## src/rtl/CellProcessingPkg.sv

```systemverilog
// Shared cell-processing constants, opcode encodings, pixel/cell views and
// per-channel saturating arithmetic helpers.
package CellProcessingPkg;
   localparam int CH_W   = 8;
   localparam int CH_N   = 3;
   localparam int CELL_N = 3;
   localparam int PIX_W  = CH_W * CH_N;
   localparam int N2     = CELL_N * CELL_N;

   typedef enum logic [3:0] {
      OP_ADD  = 4'd0, OP_ADDI  = 4'd1, OP_SUB  = 4'd2, OP_SUBI = 4'd3,
      OP_MULT = 4'd4, OP_MULTI = 4'd5, OP_DIV2 = 4'd6, OP_INV  = 4'd7,
      OP_AND  = 4'd8, OP_OR    = 4'd9, OP_NOR  = 4'd10, OP_AVG = 4'd11
   } opcodes_t;

   typedef union packed {
      logic [PIX_W-1:0]           flat;
      logic [CH_N-1:0][CH_W-1:0]  ch;
   } pixel_t;

   typedef union packed {
      logic [N2*PIX_W-1:0]  flat;
      pixel_t [N2-1:0]      pix;
   } cell_t;

   // Channels are passed zero-extended to 32 bits; w is the real channel width.
   function automatic logic [31:0] ch_max(input int w);
      return (32'd1 << w) - 32'd1;
   endfunction

   function automatic logic [31:0] ch_add(input logic [31:0] a, input logic [31:0] b,
                                          input int w, input bit sat);
      logic [31:0] s;
      s = a + b;
      if (sat && (s > ch_max(w))) return ch_max(w);
      return s & ch_max(w);
   endfunction

   function automatic logic [31:0] ch_sub(input logic [31:0] a, input logic [31:0] b,
                                          input int w, input bit sat);
      if (a < b) return sat ? 32'd0 : ((a - b) & ch_max(w));
      return a - b;
   endfunction

   function automatic logic [31:0] ch_mul(input logic [31:0] a, input logic [31:0] b,
                                          input int w, input bit sat);
      logic [31:0] p;
      p = a * b;
      if (sat && (p > ch_max(w))) return ch_max(w);
      return p & ch_max(w);
   endfunction
endpackage

```

## src/rtl/cell_div_unit.sv

```systemverilog
// Sequential restoring divider: W-bit dividend by a constant DIVISOR, one
// quotient bit per cycle. The first step happens on the start cycle itself.
module cell_div_unit #(
   parameter int W       = 12,
   parameter int DIVISOR = 9,
   parameter int QW      = 8
) (
   input  logic          clk,
   input  logic          rst_n,
   input  logic          i_start,
   input  logic [W-1:0]  i_dividend,
   output logic          o_busy,
   output logic          o_done,
   output logic [QW-1:0] o_quot
);
   localparam int RW = $clog2(DIVISOR) + 1;
   localparam int CW = $clog2(W + 1);
   localparam logic [RW:0]   D_VAL = (RW + 1)'(DIVISOR);
   localparam logic [CW-1:0] C_LAST = CW'(W - 1);

   logic [RW-1:0] r_rem;
   logic [W-1:0]  r_quo;
   logic [CW-1:0] r_cnt;
   logic          r_busy;

   logic [RW-1:0] w_src_rem;
   logic [W-1:0]  w_src_quo;
   logic [RW:0]   w_trial;
   logic          w_ge;
   logic [RW-1:0] w_rem_n;
   logic [W-1:0]  w_quo_n;

   always_comb begin
      w_src_rem = i_start ? '0 : r_rem;
      w_src_quo = i_start ? i_dividend : r_quo;
      w_trial   = {w_src_rem, w_src_quo[W-1]};
      w_ge      = (w_trial >= D_VAL);
      w_rem_n   = w_ge ? RW'(w_trial - D_VAL) : RW'(w_trial);
      w_quo_n   = {w_src_quo[W-2:0], w_ge};
   end

   always_ff @(posedge clk or negedge rst_n) begin
      if (!rst_n) begin
         r_rem  <= '0;
         r_quo  <= '0;
         r_cnt  <= '0;
         r_busy <= 1'b0;
      end else if (i_start) begin
         r_rem  <= w_rem_n;
         r_quo  <= w_quo_n;
         r_cnt  <= CW'(1);
         r_busy <= 1'b1;
      end else if (r_busy) begin
         r_rem <= w_rem_n;
         r_quo <= w_quo_n;
         r_cnt <= r_cnt + 1'b1;
         if (r_cnt == C_LAST) r_busy <= 1'b0;
      end
   end

   // o_done flags the cycle whose edge completes the last step; o_quot is the
   // quotient that edge produces, so a consumer can register it directly.
   assign o_busy = r_busy;
   assign o_done = r_busy && (r_cnt == C_LAST);
   assign o_quot = w_quo_n[QW-1:0];
endmodule

```

## src/rtl/cell_alu.sv

```systemverilog
// Handshaked cell arithmetic unit: center-pixel ops in two cycles, AVG by
// serial accumulation followed by an exact restoring divide.
//
// state    | meaning
// S_IDLE   | ready for a request
// S_EXEC   | evaluate center-pixel op
// S_ACCUM  | add pixel k of A into the channel sums
// S_DIVIDE | divide channel sums by N2
// S_DONE   | result held until out_ready
module cell_alu #(
   parameter int CH_W     = CellProcessingPkg::CH_W,
   parameter int CH_N     = CellProcessingPkg::CH_N,
   parameter int CELL_N   = CellProcessingPkg::CELL_N,
   parameter bit SATURATE = 1'b1
) (
   input  logic                          clk,
   input  logic                          rst_n,
   input  logic                          in_valid,
   output logic                          in_ready,
   input  logic [3:0]                    in_opcode,
   input  logic [CELL_N*CELL_N*CH_W*CH_N-1:0] in_cell_a,
   input  logic [CELL_N*CELL_N*CH_W*CH_N-1:0] in_cell_b,
   input  logic [CH_W*CH_N-1:0]          in_imm,
   output logic                          out_valid,
   input  logic                          out_ready,
   output logic [CH_W*CH_N-1:0]          out_pixel,
   output logic                          out_err
);
   import CellProcessingPkg::*;

   localparam int PIX_W  = CH_W * CH_N;
   localparam int N2     = CELL_N * CELL_N;
   localparam int CENTER = (N2 - 1) / 2;
   localparam int SUM_W  = CH_W + $clog2(N2);
   localparam int KW     = $clog2(N2);
   localparam logic [KW-1:0] K_LAST = KW'(N2 - 1);

   typedef enum logic [2:0] {S_IDLE, S_EXEC, S_ACCUM, S_DIVIDE, S_DONE} state_t;

   state_t                     r_state;
   logic [3:0]                 r_op;
   logic [N2*PIX_W-1:0]        r_a;
   logic [PIX_W-1:0]           r_b;
   logic [PIX_W-1:0]           r_imm;
   logic [CH_N-1:0][SUM_W-1:0] r_acc;
   logic [KW-1:0]              r_k;
   logic                       r_in_ready;
   logic                       r_out_valid;
   logic                       r_err;
   logic [PIX_W-1:0]           r_out;

   logic                       w_accept;
   logic [CH_N-1:0][CH_W-1:0]  w_ca, w_cb, w_ci, w_res, w_quot;
   logic [CH_N-1:0]            w_div_busy, w_div_done;
   logic                       w_div_start;

   assign w_accept = in_valid && r_in_ready;
   assign w_ca     = r_a[CENTER*PIX_W +: PIX_W];
   assign w_cb     = r_b;
   assign w_ci     = r_imm;

   always_comb begin
      w_res = w_ca;
      for (int c = 0; c < CH_N; c++) begin
         case (r_op)
            OP_ADD:   w_res[c] = CH_W'(ch_add(32'(w_ca[c]), 32'(w_cb[c]), CH_W, SATURATE));
            OP_ADDI:  w_res[c] = CH_W'(ch_add(32'(w_ca[c]), 32'(w_ci[c]), CH_W, SATURATE));
            OP_SUB:   w_res[c] = CH_W'(ch_sub(32'(w_ca[c]), 32'(w_cb[c]), CH_W, SATURATE));
            OP_SUBI:  w_res[c] = CH_W'(ch_sub(32'(w_ca[c]), 32'(w_ci[c]), CH_W, SATURATE));
            OP_MULT:  w_res[c] = CH_W'(ch_mul(32'(w_ca[c]), 32'(w_cb[c]), CH_W, SATURATE));
            OP_MULTI: w_res[c] = CH_W'(ch_mul(32'(w_ca[c]), 32'(w_ci[c]), CH_W, SATURATE));
            OP_DIV2:  w_res[c] = w_ca[c] >> 1;
            OP_INV:   w_res[c] = ~w_ca[c];
            OP_AND:   w_res[c] = w_ca[c] & w_cb[c];
            OP_OR:    w_res[c] = w_ca[c] | w_cb[c];
            OP_NOR:   w_res[c] = ~(w_ca[c] | w_cb[c]);
            default:  w_res[c] = w_ca[c];
         endcase
      end
   end

   assign w_div_start = (r_state == S_DIVIDE) && !(|w_div_busy);

   for (genvar g = 0; g < CH_N; g++) begin : g_div
      cell_div_unit #(.W(SUM_W), .DIVISOR(N2), .QW(CH_W)) u_div (
         .clk       (clk),
         .rst_n     (rst_n),
         .i_start   (w_div_start),
         .i_dividend(r_acc[g]),
         .o_busy    (w_div_busy[g]),
         .o_done    (w_div_done[g]),
         .o_quot    (w_quot[g])
      );
   end

   always_ff @(posedge clk or negedge rst_n) begin
      if (!rst_n) begin
         r_state     <= S_IDLE;
         r_op        <= '0;
         r_a         <= '0;
         r_b         <= '0;
         r_imm       <= '0;
         r_acc       <= '0;
         r_k         <= '0;
         r_in_ready  <= 1'b1;
         r_out_valid <= 1'b0;
         r_err       <= 1'b0;
         r_out       <= '0;
      end else begin
         case (r_state)
            S_IDLE: if (w_accept) begin
               r_op       <= in_opcode;
               r_a        <= in_cell_a;
               r_b        <= in_cell_b[CENTER*PIX_W +: PIX_W];
               r_imm      <= in_imm;
               r_acc      <= '0;
               r_k        <= '0;
               r_in_ready <= 1'b0;
               r_state    <= (in_opcode == OP_AVG) ? S_ACCUM : S_EXEC;
            end
            S_EXEC: begin
               r_out       <= w_res;
               r_err       <= (r_op >= 4'd12);
               r_out_valid <= 1'b1;
               r_state     <= S_DONE;
            end
            // A is shifted down one pixel per cycle so pixel k is always at the bottom.
            S_ACCUM: begin
               for (int c = 0; c < CH_N; c++)
                  r_acc[c] <= r_acc[c] + SUM_W'(r_a[c*CH_W +: CH_W]);
               r_a <= r_a >> PIX_W;
               r_k <= r_k + 1'b1;
               if (r_k == K_LAST) begin
                  r_k     <= '0;
                  r_state <= S_DIVIDE;
               end
            end
            S_DIVIDE: if (&w_div_done) begin
               r_out       <= w_quot;
               r_err       <= 1'b0;
               r_out_valid <= 1'b1;
               r_state     <= S_DONE;
            end
            S_DONE: if (out_ready) begin
               r_out_valid <= 1'b0;
               r_in_ready  <= 1'b1;
               r_state     <= S_IDLE;
            end
            default: r_state <= S_IDLE;
         endcase
      end
   end

   assign in_ready  = r_in_ready;
   assign out_valid = r_out_valid;
   assign out_pixel = r_out;
   assign out_err   = r_err;
endmodule

```

## config.mk

```make
export PLATFORM = sky130hd
export DESIGN_NAME = cell_alu
export DESIGN_NICKNAME = d
export VERILOG_FILES = /design/src/rtl/CellProcessingPkg.sv /design/src/rtl/cell_div_unit.sv /design/src/rtl/cell_alu.sv
export SDC_FILE = /design/constraint.sdc
export NUM_CORES = 2
export LEC_CHECK = 0
export BUFFER_PORTS_ARGS = -buffer_cell sky130_fd_sc_hd__buf_2
export CORE_ASPECT_RATIO = 0.5
export CORE_MARGIN = 2
export CORE_UTILIZATION = 45
export CTS_CLUSTER_SIZE = 28
export DETAILED_ROUTE_END_ITERATION = 8
export SLEW_MARGIN = 10
export SYNTH_ARGS = -nofsm -noshare
export SYNTH_HDL_FRONTEND = slang
export SYNTH_SLANG_ARGS = --single-unit
```

## constraint.sdc

```tcl
create_clock -name clk -period 8.8 [get_ports clk]
set_input_delay 1.76 -clock clk [delete_from_list [all_inputs] [get_ports clk]]
set_output_delay 1.76 -clock clk [all_outputs]
set_load 0.01 [all_outputs]
```

Word-level counts from Yosys, hierarchy flattened
Cells that the tools add are included.
{"block": "totals", "regBits": 404, "latch_bits": 0, "mem_bits_rw": 0, "mem_bits_ro": 0, "inputBits": 464, "output_inout_bits": 27, "elab_cells": 267, "n_memories": 0}
{"block": "op_classes", "add_sub_neg": 22, "multipliers": 6, "n_div": 0, "n_lt_le_gt_ge": 22, "eq_ne": 23, "shifts": 0, "n_mux": 134, "n_bitwise": 12, "reduce_logical": 23}
{"cell": "one-hot mux 216 bit (2 select lines)", "n": 1}
{"cell": "2-to-1 mux 8 bit", "n": 36}
{"cell": "one-hot mux 8 bit (11 select lines)", "n": 3}
{"cell": "2-to-1 mux 216 bit", "n": 1}
{"cell": "2-to-1 mux 12 bit", "n": 9}
{"cell": "greater-than comparator 16 x 8 -> 1 bit (second input constant)", "n": 6}
{"cell": "multiplier 8 x 8 -> 16 bit", "n": 6}
{"cell": "one-hot mux 36 bit (2 select lines)", "n": 1}
{"cell": "2-to-1 mux 5 bit", "n": 12}
{"cell": "adder 8 x 8 -> 9 bit", "n": 6}
{"cell": "greater-than comparator 9 x 8 -> 1 bit (second input constant)", "n": 6}
{"cell": "2-to-1 mux 1 bit", "n": 50}
{"cell": "< comparator 8 bit", "n": 6}
{"cell": "inverter 8 bit", "n": 6}
{"cell": "one-hot mux 24 bit (2 select lines)", "n": 1}
{"cell": "subtractor 8 bit", "n": 6}
{"cell": "adder 12 x 8 -> 12 bit", "n": 3}
{"cell": "2-to-1 mux 36 bit", "n": 1}
{"cell": "== test 4 bit (second input constant)", "n": 8}
{"cell": "2-to-1 mux 4 bit", "n": 8}
{"cell": "AND 8 bit", "n": 3}
{"cell": "2-to-1 mux 24 bit", "n": 1}
{"cell": "bitwise OR 8 bit", "n": 3}
{"cell": ">= comparator 6 x 4 -> 1 bit (second input constant)", "n": 3}
{"cell": "other kinds (27)", "n": 56}

Depth between registers and ports, before layout
{"block": "depth", "ltp_word": 8, "mapped_depth": 22, "ltp_nobuf": 19}

Cells and area by module
Synthesis repeated with hierarchy kept, for this count alone.
{"block": "unflattened", "hier_cells": 4342, "hier_area_um2": 37180.7}
{"mod": "cell_alu", "n_inst": 1, "cells_per_inst": 3994, "area_per_inst_um2": 33457.1, "seq_area_each_um2": 8459.4}
{"mod": "cell_div_unit", "n_inst": 3, "cells_per_inst": 116, "area_per_inst_um2": 1241.2, "seq_area_each_um2": 550.5}

Worst setup path before layout
OpenSTA, ideal clock, no wires.
{"block": "synth_path", "path_type": "reg2reg", "start": "register r_a[97]", "end": "register r_out[4] (netlist: out_pixel[4])", "setup_ns": 0.135, "arrival_ns": 5.369, "required_ns": 8.665, "slack_ns": 3.296, "path_stages_with_launch": 20, "path_buffers": 2, "period_less_slack_ns": 5.504, "path_cell_list": "dfrtp_1 clkbuf_1 inv_1 clkbuf_1 nor2_1 fa_1 fa_1 fa_1 inv_1 fa_1 inv_1 ha_1 and3_1 a221o_1 nor3_1 a31oi_1 nor4_1 o211ai_1 o311ai_0 nand3_1"}
{"block": "synth_between", "elab_chain_len": 7, "elab_cells_between_ends": 32, "cone_classes": "4 x add/sub; 2 x mul; 6 x order compare; 20 x mux"}
{"element": "start: declaration", "line": "cell_alu.sv:42", "source": "logic [N2*PIX_W-1:0] r_a;"}
{"element": "start signal: assignment", "line": "cell_alu.sv:113", "source": "r_a <= in_cell_a;"}
{"element": "start signal: assignment", "line": "cell_alu.sv:131", "source": "r_a <= r_a >> PIX_W;"}
{"element": "multiplier 8 x 8 -> 16 bit or adder 8 x 8 -> 9 bit (tied branches)", "line": "CellProcessingPkg.sv:48, CellProcessingPkg.sv:34"}
{"element": "greater-than comparator 16 x 8 -> 1 bit or greater-than comparator 9 x 8 -> 1 bit (tied branches)", "line": "CellProcessingPkg.sv:49, CellProcessingPkg.sv:35"}
{"element": "2-to-1 mux 1 bit (on tied branches)", "line": "CellProcessingPkg.sv:49, CellProcessingPkg.sv:35"}
{"element": "2-to-1 mux 1 bit", "line": "cell_alu.sv:65", "source": "case (r_op)"}
{"element": "2-to-1 mux 8 bit (on tied branches)", "line": "CellProcessingPkg.sv:50, CellProcessingPkg.sv:36"}
{"element": "one-hot mux 8 bit (11 select lines) *", "line": "cell_alu.sv:65"}
{"element": "one-hot mux 24 bit (2 select lines) *", "line": "cell_alu.sv:110", "source": "case (r_state)"}
{"element": "end signal: assignment", "line": "cell_alu.sv:122", "source": "r_out <= w_res;"}
{"element": "end signal: assignment", "line": "cell_alu.sv:139", "source": "r_out <= w_quot;"}
{"element": "end: declaration", "line": "cell_alu.sv:50", "source": "logic [PIX_W-1:0] r_out;"}
Mark *: on every way between the ends. The rest lies on a longest branch, timed or not. The select of a mux whose other input is x is not followed.
A chain may end at the register's enable or synchronous reset.

Final worst setup path
{"block": "layout_path", "start": "register r_a[115]", "end": "register r_out[16] (netlist: out_pixel[16])"}
Same word-level chain as after synthesis.

==> impl_results.md <==
- Status: finished clean
- Peak supply drop: 0.144 mV
- EDFF count, synth: 0
- Initial antenna violation count: 24
- CTS Buffer Depth: 3
- Min Tclk post-route: 6710 ps
- Crit end category: flip-flop
- Hold Violations, Final: 0
- Max Cap Violations: 0
- Hold buffers post-CTS: 0
- GR Overflow Total: 0
- Pwr dens: 96.0 mW/mm^2
- Placed Area: 0.0391 sq mm
- Sw Ratio: 0.238
- Combinational Power Share: 0.028
- Hpwl dp: 95000 um
- Vias in the first global route: 32.2k
- Max-slew violation count: 0
- Layout cells sized above 1: 0.102
- Main area contributors after synthesis: dfrtp_1 28%, ha_1 13%, fa_1 13%, nand2_1 6.3%, nor2_1 5.6%
- Register bit total from synthesis: 404
- Largest net degree at the start of global routing: 138
- Die area: 0.0837 sq mm
- Synth cell types: 89
- Synthesized Nets: 5427
- WL final: 126000 um
- Nets: 5608
- DR pass1 iterations: 6
- FFs w/ async S/R, synth: 1.00
- Post-route DRC: 0
- IO Pins: 491
- ANT nets after route: 0
- Worst skew pair latency: 630 ps
- Rel. slew slack: 0.218
- Syn. warnings: 0
- Power share of the sequential group: 0.477
- Die width: 407 um
- Post-CTS Resized: 0
- Initial drt markers: 2977
- Crit Path Class: reg2reg
- CTS tree: built
- Cts bufs inserted: 43
- Dominant synthesized flop cell: dfrtp_1
- Die Height: 206 um
- Initial core utilization: 0.458
- Clock power share: 0.496
- GRT Util Overall: 0.299
- Syn Inst Count: 4361
- Pint: 2970 uW
- Vias per inst: 5.80
- GP Congestion: 0.960
- Unrepaired setup endpoints after global routing: no
- Final Cycle Share: 0.762
- Synth area leader: dfrtp_1
- Critical path required time: 9250 ps
- Vias: 32.9k
- PortBufs: 298
- Root buffer cell: clkbuf_16
- Critical Path Start Type: flip-flop
- Placement Rows: 73
- Final Cell Area: 0.0406 sq mm
- Crit path DAT: 7160 ps
- Switching pwr: 929 uW
- Core ar.: 0.0799 sq mm
- H-tree depth: 2
- Register area share after synthesis: 0.276
- Worst-path maximum fanout: 13
- Hold crit path type: reg2reg
- P&R area growth vs syn: 10.9%
- Clock sink count: 404
- TNS Setup: 0 ps
- Highest Clock Rate: 149 MHz
- Synth Cell Area: 0.0366 sq mm
- Setup bufs post-CTS: 0
- WL/cell: 22.2 um
- Mapped Avg Cell Area: 8.39 sq um
- Clk slew on worst S/H paths: 70 ps
- P_leak: 0.0211 uW
- Share of the synthesized area in the top cell type: 0.276
- Final setup fails: 0
- Worst slew pin tran: 1170 ps
- First-pass GRT wire length: 193000 um
- Final Skew: 31.7 ps
[cell usage in the layout (no fill, tap or decap), types with 9 or more instances in the layout]
cell	n
nor2_1	543
xnor2_1	73
o221ai_1	9
nor2b_1	23
a21oi_1	191
nand3_1	79
clkbuf_1	9
a2111oi_0	19
nand4_1	31
clkinv_1	24
mux2i_1	54
xor2_1	42
inv_1	412
nand2b_1	36
buf_4	52
fa_1	231
nand2_1	609
and2_1	27
a22oi_1	124
nor3b_1	12
clkbuf_16	43
a211oi_1	52
o21ai_0	258
o211ai_1	23
o21a_1	16
ha_1	371
nand3b_1	11
o31ai_1	26
buf_2	297
dfrtp_1	403
a31oi_1	26
nor4_1	10
o2111ai_1	11
nor3_1	49
a21o_1	45
o21bai_1	22
o22ai_1	100
a221oi_1	13
[final timing paths]
| kind | from | end | slack [ps] | cells after the start |
|---|---|---|---|---|
| worst min-delay path | r_a[29]$_DFFE_PN0P_ | r_a[29]$_DFFE_PN0P_ | 480 | 2 |
| worst min register to register | r_a[29]$_DFFE_PN0P_ | r_a[29]$_DFFE_PN0P_ | 480 | 2 |
| min in group asynchronous | rst_n | r_imm[13]$_DFFE_PN0P_ | 1210 | 1 |
| worst max-delay path | r_a[115]$_DFFE_PN0P_ | out_pixel[16]$_DFFE_PN0P_ | 2090 | 17 |
| worst max register to register | r_a[115]$_DFFE_PN0P_ | out_pixel[16]$_DFFE_PN0P_ | 2090 | 17 |
| max in group asynchronous | rst_n | r_a[127]$_DFFE_PN0P_ | 6280 | 2 |
[synth_stat cells, types with 19 or more instances]
cell type  instances
nor2_1           546
nor3_1            52
clkbuf_1         184
clkinv_1          24
o31ai_1           26
o22ai_1          100
xor2_1            42
a21oi_1          191
nor2b_1           23
mux2i_1           54
o21ai_0          258
fa_1             231
nand2_1          611
o211ai_1          23
a22oi_1          124
nand2b_1          36
and2_1            28
a2111oi_0         19
dfrtp_1          403
a31oi_1           26
a211oi_1          52
ha_1             371
o21bai_1          22
nand4_1           31
nand3_1           79
inv_1            412
a21o_1            45
buf_1             23
xnor2_1           73
[stage by stage]
step | utilization | cells | total power (uW) | worst slack [ps] | hold WS (ps)
after floorplan | - | 4361 | 1900 | 3300 | 445
after detailed placement | 0.489 | 5584 | 2000 | 2400 | 463
after global placement | 0.489 | 5584 | 2000 | 2430 | 458
after CTS | 0.507 | 5661 | 3930 | 2360 | 479
after global routing | 0.508 | 5665 | 4020 | 1960 | 502
final | 0.508 | 5668 | 3900 | 2090 | 475
[flip-flops by register name, summed over array words and instances (netlist names)]
register	cells
r_imm	24
g_div.u_div.o_busy	3
in_ready	1
out_valid	1
r_b	24
r_a	216
out_err	1
g_div.u_div.r_cnt	12
r_acc	36
r_k	4
r_op	4
g_div.u_div.r_quo	36
out_pixel	24
r_state	3
g_div.u_div.r_rem	15
[metal layers]
layer | up-vias | part of all wire | global-route usage
met5 | - | 0.0015 | 0
met4 | 30 | 0.022 | 0.0720
met3 | 205 | 0.086 | 0.0706
met2 | 1161 | 0.43 | 0.456
met1 | 16210 | 0.46 | 0.428
li1 | 15275 | - | -
[cells by family after synthesis]
logic type | synth area share
AOI/OAI and AO/OA | 0.187
xor gates and xnor gates | 0.0275
adders and majority gates | 0.253
buffers and inverters | 0.0676
DFF | 0.276
muxes | 0.0157
and+or+nand+nor | 0.172
[cell type report]
type	instances	area (sq um)
antenna	7	17.5
sequential	404	10100
timing repair buffer	352	1930
tap	1087	1360
clock buffer	55	1150
inverter	437	1640
clock inverter	22	300
multi-input combinational	3304	24100
fill	7695	39300
[power groups by stage]
stage | logic, uW | clock network, uW | registers, uW
after floorplan | 2.89 | 0 | 1890
after global placement | 110 | 0 | 1890
after detailed placement | 111 | 0 | 1890
after CTS | 111 | 1970 | 1860
after global routing | 121 | 2050 | 1860
final | 108 | 1930 | 1860
[worst max-delay path, stage by stage (launching register included)]
cell       delay [ps]
dfrtp_1           380
inv_1             550
nor2_1            140
fa_1              470
fa_1              470
fa_1              550
inv_1              50
fa_1              470
inv_1              40
ha_1              310
o21ai_0           410
nor4b_1           110
nor4b_1           390
o2111ai_1         230
nor4_2            450
nand3_1           410
a222oi_1          860
a32oi_1           220
Power figures use the tool's default switching activity.
